**config.mk**
```make
export PLATFORM = sky130hd
export DESIGN_NAME = bram_port_arbiter_flat
export DESIGN_NICKNAME = d
export VERILOG_FILES = /design/src/rtl/bram_port_arbiter_if.sv /design/src/rtl/bram_port_arbiter.sv /design/src/flat_wrapper.sv
export SDC_FILE = /design/constraint.sdc
export NUM_CORES = 1
export LEC_CHECK = 0
export ABC_AREA = 0
export CAP_MARGIN = 40
export CELL_PAD_IN_SITES_DETAIL_PLACEMENT = 1
export CELL_PAD_IN_SITES_GLOBAL_PLACEMENT = 2
export CORE_UTILIZATION = 16
export DETAILED_ROUTE_END_ITERATION = 16
export PLACE_DENSITY = 0.8
export SYNTH_ARGS = -nofsm -noshare
export SYNTH_HDL_FRONTEND = slang
export SYNTH_SLANG_ARGS = --single-unit
```
**constraint.sdc**
```tcl
create_clock -name clk -period 2.7 [get_ports clk]
set_input_delay 0.27 -clock clk [delete_from_list [all_inputs] [get_ports clk]]
set_output_delay 0.27 -clock clk [all_outputs]
set_load 0.01 [all_outputs]
```
**src/rtl/bram_port_arbiter_if.sv**
```systemverilog
// Signal bundle between the clients, the port arbiter and the shared simple dual-port BRAM.
// The slave modport is the arbiter's view; the master modport is the clients-plus-BRAM side.
interface bram_port_arbiter_if #(
    parameter int NUM_CLIENTS = 4,
    parameter int WIDTH       = 8,
    parameter int LOG2_DEPTH  = 5
);
    logic [NUM_CLIENTS-1:0]            client_we;
    logic [NUM_CLIENTS*LOG2_DEPTH-1:0] client_waddr;
    logic [NUM_CLIENTS*WIDTH-1:0]      client_wdata;
    logic [NUM_CLIENTS-1:0]            client_wgrant;
    logic [NUM_CLIENTS-1:0]            client_re;
    logic [NUM_CLIENTS*LOG2_DEPTH-1:0] client_raddr;
    logic [NUM_CLIENTS-1:0]            client_rlock;
    logic [NUM_CLIENTS-1:0]            client_rgrant;
    logic [NUM_CLIENTS-1:0]            client_rvalid;
    logic [WIDTH-1:0]                  client_rdata;
    logic                              bram_we;
    logic [LOG2_DEPTH-1:0]             bram_waddr;
    logic [WIDTH-1:0]                  bram_wdata;
    logic                              bram_re;
    logic [LOG2_DEPTH-1:0]             bram_raddr;
    logic                              bram_rvalid;
    logic [WIDTH-1:0]                  bram_rdata;

    modport slave (
        input  client_we, client_waddr, client_wdata,
        input  client_re, client_raddr, client_rlock,
        input  bram_rvalid, bram_rdata,
        output client_wgrant, client_rgrant, client_rvalid, client_rdata,
        output bram_we, bram_waddr, bram_wdata,
        output bram_re, bram_raddr
    );

    modport master (
        output client_we, client_waddr, client_wdata,
        output client_re, client_raddr, client_rlock,
        output bram_rvalid, bram_rdata,
        input  client_wgrant, client_rgrant, client_rvalid, client_rdata,
        input  bram_we, bram_waddr, bram_wdata,
        input  bram_re, bram_raddr
    );
endinterface

```
**src/rtl/bram_port_arbiter.sv**
```systemverilog
// Shares one simple dual-port BRAM among NUM_CLIENTS requesters with independent round-robin
// write and read arbiters, a read-burst lock, and a one-stage tag that steers read responses back.
module bram_port_arbiter #(
    parameter int NUM_CLIENTS = 4,
    parameter int WIDTH       = 8,
    parameter int LOG2_DEPTH  = 5
) (
    input logic                clk,
    input logic                reset,
    bram_port_arbiter_if.slave bus
);
    localparam int PW = (NUM_CLIENTS > 1) ? $clog2(NUM_CLIENTS) : 1;

    logic [PW-1:0]          wptr;
    logic [PW-1:0]          rptr;
    logic                   lock_active;
    logic [PW-1:0]          lock_owner;
    logic [NUM_CLIENTS-1:0] rtag;
    logic [NUM_CLIENTS-1:0] rreq;
    logic [PW:0]            wpick;
    logic [PW:0]            rpick;
    logic                   wfound;
    logic                   rfound;
    logic [PW-1:0]          wsel;
    logic [PW-1:0]          rsel;

    // Returns {found, index} of the first requester at or above ptr, wrapping modulo NUM_CLIENTS.
    // Scanning downward lets the candidate closest to ptr overwrite the others.
    function automatic logic [PW:0] rr_pick(input logic [NUM_CLIENTS-1:0] req,
                                            input logic [PW-1:0]          ptr);
        logic [PW:0] result;
        logic [PW:0] idx;
        result = '0;
        for (int k = NUM_CLIENTS - 1; k >= 0; k--) begin
            idx = {1'b0, ptr} + (PW+1)'(k);
            if (idx >= (PW+1)'(NUM_CLIENTS)) begin
                idx = idx - (PW+1)'(NUM_CLIENTS);
            end
            if (req[idx[PW-1:0]]) begin
                result = {1'b1, idx[PW-1:0]};
            end
        end
        return result;
    endfunction

    function automatic logic [PW-1:0] next_ptr(input logic [PW-1:0] g);
        return (g == PW'(NUM_CLIENTS - 1)) ? '0 : g + 1'b1;
    endfunction

    // A held lock masks every other reader, even while the owner is idle.
    always_comb begin
        rreq = bus.client_re;
        if (lock_active) begin
            rreq = bus.client_re & (NUM_CLIENTS'(1) << lock_owner);
        end
    end

    assign wpick  = rr_pick(bus.client_we, wptr);
    assign rpick  = rr_pick(rreq, rptr);
    assign wfound = wpick[PW] & ~reset;
    assign rfound = rpick[PW] & ~reset;
    assign wsel   = wpick[PW-1:0];
    assign rsel   = rpick[PW-1:0];

    always_comb begin
        bus.client_wgrant = '0;
        bus.bram_we       = 1'b0;
        bus.bram_waddr    = '0;
        bus.bram_wdata    = '0;
        if (wfound) begin
            bus.client_wgrant[wsel] = 1'b1;
            bus.bram_we             = 1'b1;
            bus.bram_waddr          = bus.client_waddr[wsel*LOG2_DEPTH +: LOG2_DEPTH];
            bus.bram_wdata          = bus.client_wdata[wsel*WIDTH +: WIDTH];
        end
    end

    always_comb begin
        bus.client_rgrant = '0;
        bus.bram_re       = 1'b0;
        bus.bram_raddr    = '0;
        if (rfound) begin
            bus.client_rgrant[rsel] = 1'b1;
            bus.bram_re             = 1'b1;
            bus.bram_raddr          = bus.client_raddr[rsel*LOG2_DEPTH +: LOG2_DEPTH];
        end
    end

    // Gating with reset drops a response whose grant was issued just before reset asserted.
    assign bus.client_rvalid = reset ? '0 : (rtag & {NUM_CLIENTS{bus.bram_rvalid}});
    assign bus.client_rdata  = reset ? '0 : bus.bram_rdata;

    always_ff @(posedge clk) begin
        if (reset) begin
            wptr        <= '0;
            rptr        <= '0;
            lock_active <= 1'b0;
            lock_owner  <= '0;
            rtag        <= '0;
        end else begin
            rtag <= bus.client_rgrant;
            if (wfound) begin
                wptr <= next_ptr(wsel);
            end
            if (rfound) begin
                rptr        <= next_ptr(rsel);
                lock_active <= bus.client_rlock[rsel];
                lock_owner  <= rsel;
            end
        end
    end
endmodule

```
**src/flat_wrapper.sv**
```systemverilog
// flat-port wrapper written by rule: the top's interface ports become plain ports
module bram_port_arbiter_flat 
#(
    parameter int NUM_CLIENTS = 4,
    parameter int WIDTH       = 8,
    parameter int LOG2_DEPTH  = 5
)
  (clk, reset, bus_client_we, bus_client_waddr, bus_client_wdata, bus_client_re, bus_client_raddr, bus_client_rlock, bus_bram_rvalid, bus_bram_rdata, bus_client_wgrant, bus_client_rgrant, bus_client_rvalid, bus_client_rdata, bus_bram_we, bus_bram_waddr, bus_bram_wdata, bus_bram_re, bus_bram_raddr);
  bram_port_arbiter_if #(.NUM_CLIENTS(NUM_CLIENTS), .WIDTH(WIDTH), .LOG2_DEPTH(LOG2_DEPTH)) bus_i ();
  input logic clk;
  input logic reset;
  input wire logic [$bits(bus_i.client_we)-1:0] bus_client_we;
  input wire logic [$bits(bus_i.client_waddr)-1:0] bus_client_waddr;
  input wire logic [$bits(bus_i.client_wdata)-1:0] bus_client_wdata;
  input wire logic [$bits(bus_i.client_re)-1:0] bus_client_re;
  input wire logic [$bits(bus_i.client_raddr)-1:0] bus_client_raddr;
  input wire logic [$bits(bus_i.client_rlock)-1:0] bus_client_rlock;
  input wire logic [$bits(bus_i.bram_rvalid)-1:0] bus_bram_rvalid;
  input wire logic [$bits(bus_i.bram_rdata)-1:0] bus_bram_rdata;
  output wire logic [$bits(bus_i.client_wgrant)-1:0] bus_client_wgrant;
  output wire logic [$bits(bus_i.client_rgrant)-1:0] bus_client_rgrant;
  output wire logic [$bits(bus_i.client_rvalid)-1:0] bus_client_rvalid;
  output wire logic [$bits(bus_i.client_rdata)-1:0] bus_client_rdata;
  output wire logic [$bits(bus_i.bram_we)-1:0] bus_bram_we;
  output wire logic [$bits(bus_i.bram_waddr)-1:0] bus_bram_waddr;
  output wire logic [$bits(bus_i.bram_wdata)-1:0] bus_bram_wdata;
  output wire logic [$bits(bus_i.bram_re)-1:0] bus_bram_re;
  output wire logic [$bits(bus_i.bram_raddr)-1:0] bus_bram_raddr;
  assign bus_i.client_we = bus_client_we;
  assign bus_i.client_waddr = bus_client_waddr;
  assign bus_i.client_wdata = bus_client_wdata;
  assign bus_i.client_re = bus_client_re;
  assign bus_i.client_raddr = bus_client_raddr;
  assign bus_i.client_rlock = bus_client_rlock;
  assign bus_i.bram_rvalid = bus_bram_rvalid;
  assign bus_i.bram_rdata = bus_bram_rdata;
  assign bus_client_wgrant = bus_i.client_wgrant;
  assign bus_client_rgrant = bus_i.client_rgrant;
  assign bus_client_rvalid = bus_i.client_rvalid;
  assign bus_client_rdata = bus_i.client_rdata;
  assign bus_bram_we = bus_i.bram_we;
  assign bus_bram_waddr = bus_i.bram_waddr;
  assign bus_bram_wdata = bus_i.bram_wdata;
  assign bus_bram_re = bus_i.bram_re;
  assign bus_bram_raddr = bus_i.bram_raddr;
  bram_port_arbiter #(.NUM_CLIENTS(NUM_CLIENTS), .WIDTH(WIDTH), .LOG2_DEPTH(LOG2_DEPTH)) u_core (.clk(clk), .reset(reset), .bus(bus_i));
endmodule
```
==> qor.log <==
qor: clocking.numCtsBuffers 3
qor: synth.synth_area_per_cell 6.98 µm²
qor: grt.grt_first_pass_wirelength 14,300 µm
qor: synth.synth_top_area_share 0.129
qor: synth.mappedNetlistArea 1710 µm²
qor: grt.antenna_found_initial 0
qor: cells_and_area.final_core_util 0.385
qor: placed_design.placedInstanceArea 3460 µm²
qor: grt.grt_pass1_vias 2,793
qor: clocking.cts_max_path_buffers 2
qor: timing.timing.setup.tns -480 ps
qor: timing.maxSlewHeadroom 0.777
qor: die.die_x 105 µm
qor: timing.hold_viol 0
qor: placed_design.finalWeightedCongestion 0.820
qor: clocking.cts.sinks 11
qor: critical_path.worst_case_reg_to_reg_path_depth 13
qor: critical_path.crit_type reg2out
qor: synth.adder_cell_share_of_the_synthesized_area 0.0585
qor: timing.fin_skew 6.35 ps
qor: synth.yosys_warnings 0
qor: route.post_drt_via_cell_ratio 4.62
qor: synth.async_flop_share 0
qor: synth.cell_count_after_synthesis 245
qor: synth.synth_xor_xnor_area_share 0
qor: route.dr.max_layer_used met4
qor: cells_and_area.final.fill_count 1,234
qor: route.remaining_drc_errors 0
qor: timing.drv_slew 0
qor: synth.mappedNetlistNets 348
qor: pwr.finalPower 3.47 mW
qor: pwr.vdd_ir_drop_max 0.000579 V
qor: synth.synth_compound_gate_area_share 0.279
qor: synth.synth-edff-count 0
qor: synth.combinational_family_with_the_most_area_after_synthesis simple AND/OR/NAND/NOR gates
qor: grt.grt_start_max_net_pins 29
qor: synth.synth_area_leaders dfxtp_1 13%, and2_1 11%, nand2_1 7.0%, a311oi_1 6.7%, a211oi_1 6.6%
qor: timing.minimum_setup_slack_in_the_final_design -88.8 ps
qor: route.route.detailed.wl_per_inst 16.3 µm
qor: synth.proportion_of_synthesized_chip_area_in_sequential_cells 0.129
qor: clocking.cts.clk_slew.worst_paths 50 ps
qor: status.outcome complete, but fails checks
qor: clocking.worstSkewPairLatency 240 ps
qor: synth.most_common_flop_cell_mapped_by_yosys dfxtp_1
qor: worst_hold_path.hold_class reg2reg
qor: job.cap_viol_max_count 0
qor: timing.fmax 359 MHz
qor: route.detail_route.first_pass.iterations 4
qor: clocking.cts_tree built
qor: pwr.p_per_area 872 nW/µm²
qor: route.via_count 2,620
qor: route.routed-wl-met3 289 µm
qor: status.violations setup timing
qor: synth.synth_largest_area_cell dfxtp_1
qor: route.drt_iter0_drc 87
qor: synth.synth_mux_area_frac 0.0351
qor: synth.synth.ff_latch_count 11
qor: cells_and_area.num_antenna_cells 0
qor: critical_path.start_kind register
qor: pwr.static-leakage-power 1.66 nW
qor: clocking.cts.root.buffer_cell clkbuf_8
qor: cells_and_area.layout-drive-gt1-share 0.304
qor: die.design.portCount 135
qor: synth.netlist-cell-type-count 46
qor: timing.timing.final.setup_violations 9
qor: critical_path.cp_data_arrival_time 2520 ps
qor: die.initial_core_utilization 0.166
qor: route.wl_met2 4930 µm
qor: route.met1_length 3990 µm
qor: cells_and_area.final_net_count 535
qor: grt.gr-usage-all-layers 0.160
qor: critical_path.cp_max_fo 6
qor: clocking.htree_levels 1
qor: cells_and_area.multi_input_logic_area 1580 µm²
qor: route.ant_nets 0
qor: placed_design.port_buffer_count 134
qor: timing.fin_crit_sh 1.03
qor: die.num_rows 37
qor: cells_and_area.sequential_cell_area 226 µm²
qor: grt.grt.overflow.total 0
qor: placed_design.detailedPlacementHpwl 6910 µm
qor: critical_path.required_time_of_the_critical_path 2430 ps
qor: worst_hold_path.hold-path-cell-count 2
qor: die.core_area 10,300 µm²
qor: die.die_h 105 µm
qor: synth.yosys.area_share.simple 0.405
qor: cells_and_area.syn_to_final_growth 133%
qor: timing.worst-slew-pin-transition 335 ps
qor: clocking.cts-hold-fix-buffers 0
qor: die.die_area 11,100 µm²
qor: timing.rsz_0062_raised_after_global_routing true
qor: route.wl 9270 µm
qor: cells_and_area.postLayoutCellArea 3980 µm²
qor: timing.layout_min_cycle_time 2790 ps
qor: critical_path.endpoint_kind primary output
## cells by family after synthesis
family | count (synthesis)
flops | 11
compound gates | 63
fa+ha+maj | 8
simple gates | 127
mux | 6
buf+inv | 30
## timing repair
| item | 4_1_cts | 5_1_grt |
|---|---|---|
| resized for setup | 125 | 19 |
| pin swaps | 13 | 10 |
| gates cloned | 0 | 1 |
| setup endpoints to repair | 25 | 23 |
| buffers inserted | 21 | 5 |
## placed cells by master, fill, tap and decap left out, types with 10 or more instances in the layout
cell	synthesis	layout
a211oi_1	15	13
a311oi_1	13	13
and2_1	29	26
buf_4	0	49
buf_6	2	16
clkdlybuf4s50_1	0	103
dlygate4sd2_1	0	18
nand2_1	32	32
nand3_1	22	19
nor2b_1	10	10
## Yosys cell counts, types with 2 or more instances
cell and instances:
nand2_1 32, and2_1 29, nand3_1 22, a211oi_1 15, a311oi_1 13, clkbuf_1 12
dfxtp_1 11, o21ai_0 11, inv_1 10, nor2_1 10, nor2b_1 10, ha_1 8
a21oi_1 6, and3_1 6, mux2i_1 6, nand4_1 4, o221ai_1 3, o22ai_1 3
a22oi_1 2, a31o_2 2, buf_1 2, buf_6 2, nand4b_1 2, o221a_2 2
## cell type report
class,instances,share of cell area
clock buffer,3,0.0104
clock inverter,1,0.00126
inverter,12,0.0126
multi-input combinational,204,0.397
sequential,11,0.0569
tap,136,0.0428
timing repair buffer,200,0.480
## critical path, stage by stage (launching register included)
cell	delay (ps)
dfxtp_4	380
buf_6	140
or2_4	240
o221ai_4	280
a21oi_2	110
o31a_1	280
buf_4	160
nor2_4	180
inv_2	90
ha_4	170
and2_4	130
buf_6	110
## layer usage
metal / up-vias / track usage
met1: 1284 / 0.197
li1: 1278 / -
met2: 48 / 0.298
met3: 10 / 0.0266
met5: - / 0
met4: 0 / 0.0161
## power breakdown
part / switching, mW / leakage, nW / internal, mW
Combinational: 1.39 / 1.54 / 1.60
Sequential: 0.0815 / 0.0920 / 0.229
Clock: 0.0649 / 0.0255 / 0.102
Total: 1.54 / 1.66 / 1.93
## metrics by stage
step | setup slack (ps) | hold WS (ps) | std cells
final | -88.8 | 559 | 567
after global routing | -209 | 592 | 567
after CTS | -55.6 | 554 | 561
after detailed placement | -595 | 539 | 536
after global placement | -539 | 527 | 536
after floorplan | 181 | 502 | 245
## path summary, 6_finish.rpt
kind             startpoint                   end  slack (ps)
min reg2reg  u_core.wptr[0]        u_core.wptr[0]         560
max reg2reg  u_core.rptr[0]    u_core.lock_active         220
max          u_core.rptr[0]  bus_client_rgrant[0]         -90
min          u_core.wptr[0]        u_core.wptr[0]         560
## registers in the layout, summed over array words and instances, names as in the netlist
register            cells
u_core.rtag             4
u_core.rptr             2
u_core.lock_active      1
u_core.lock_owner       2
u_core.wptr             2
No activity file was read; power rests on OpenSTA's default activity.
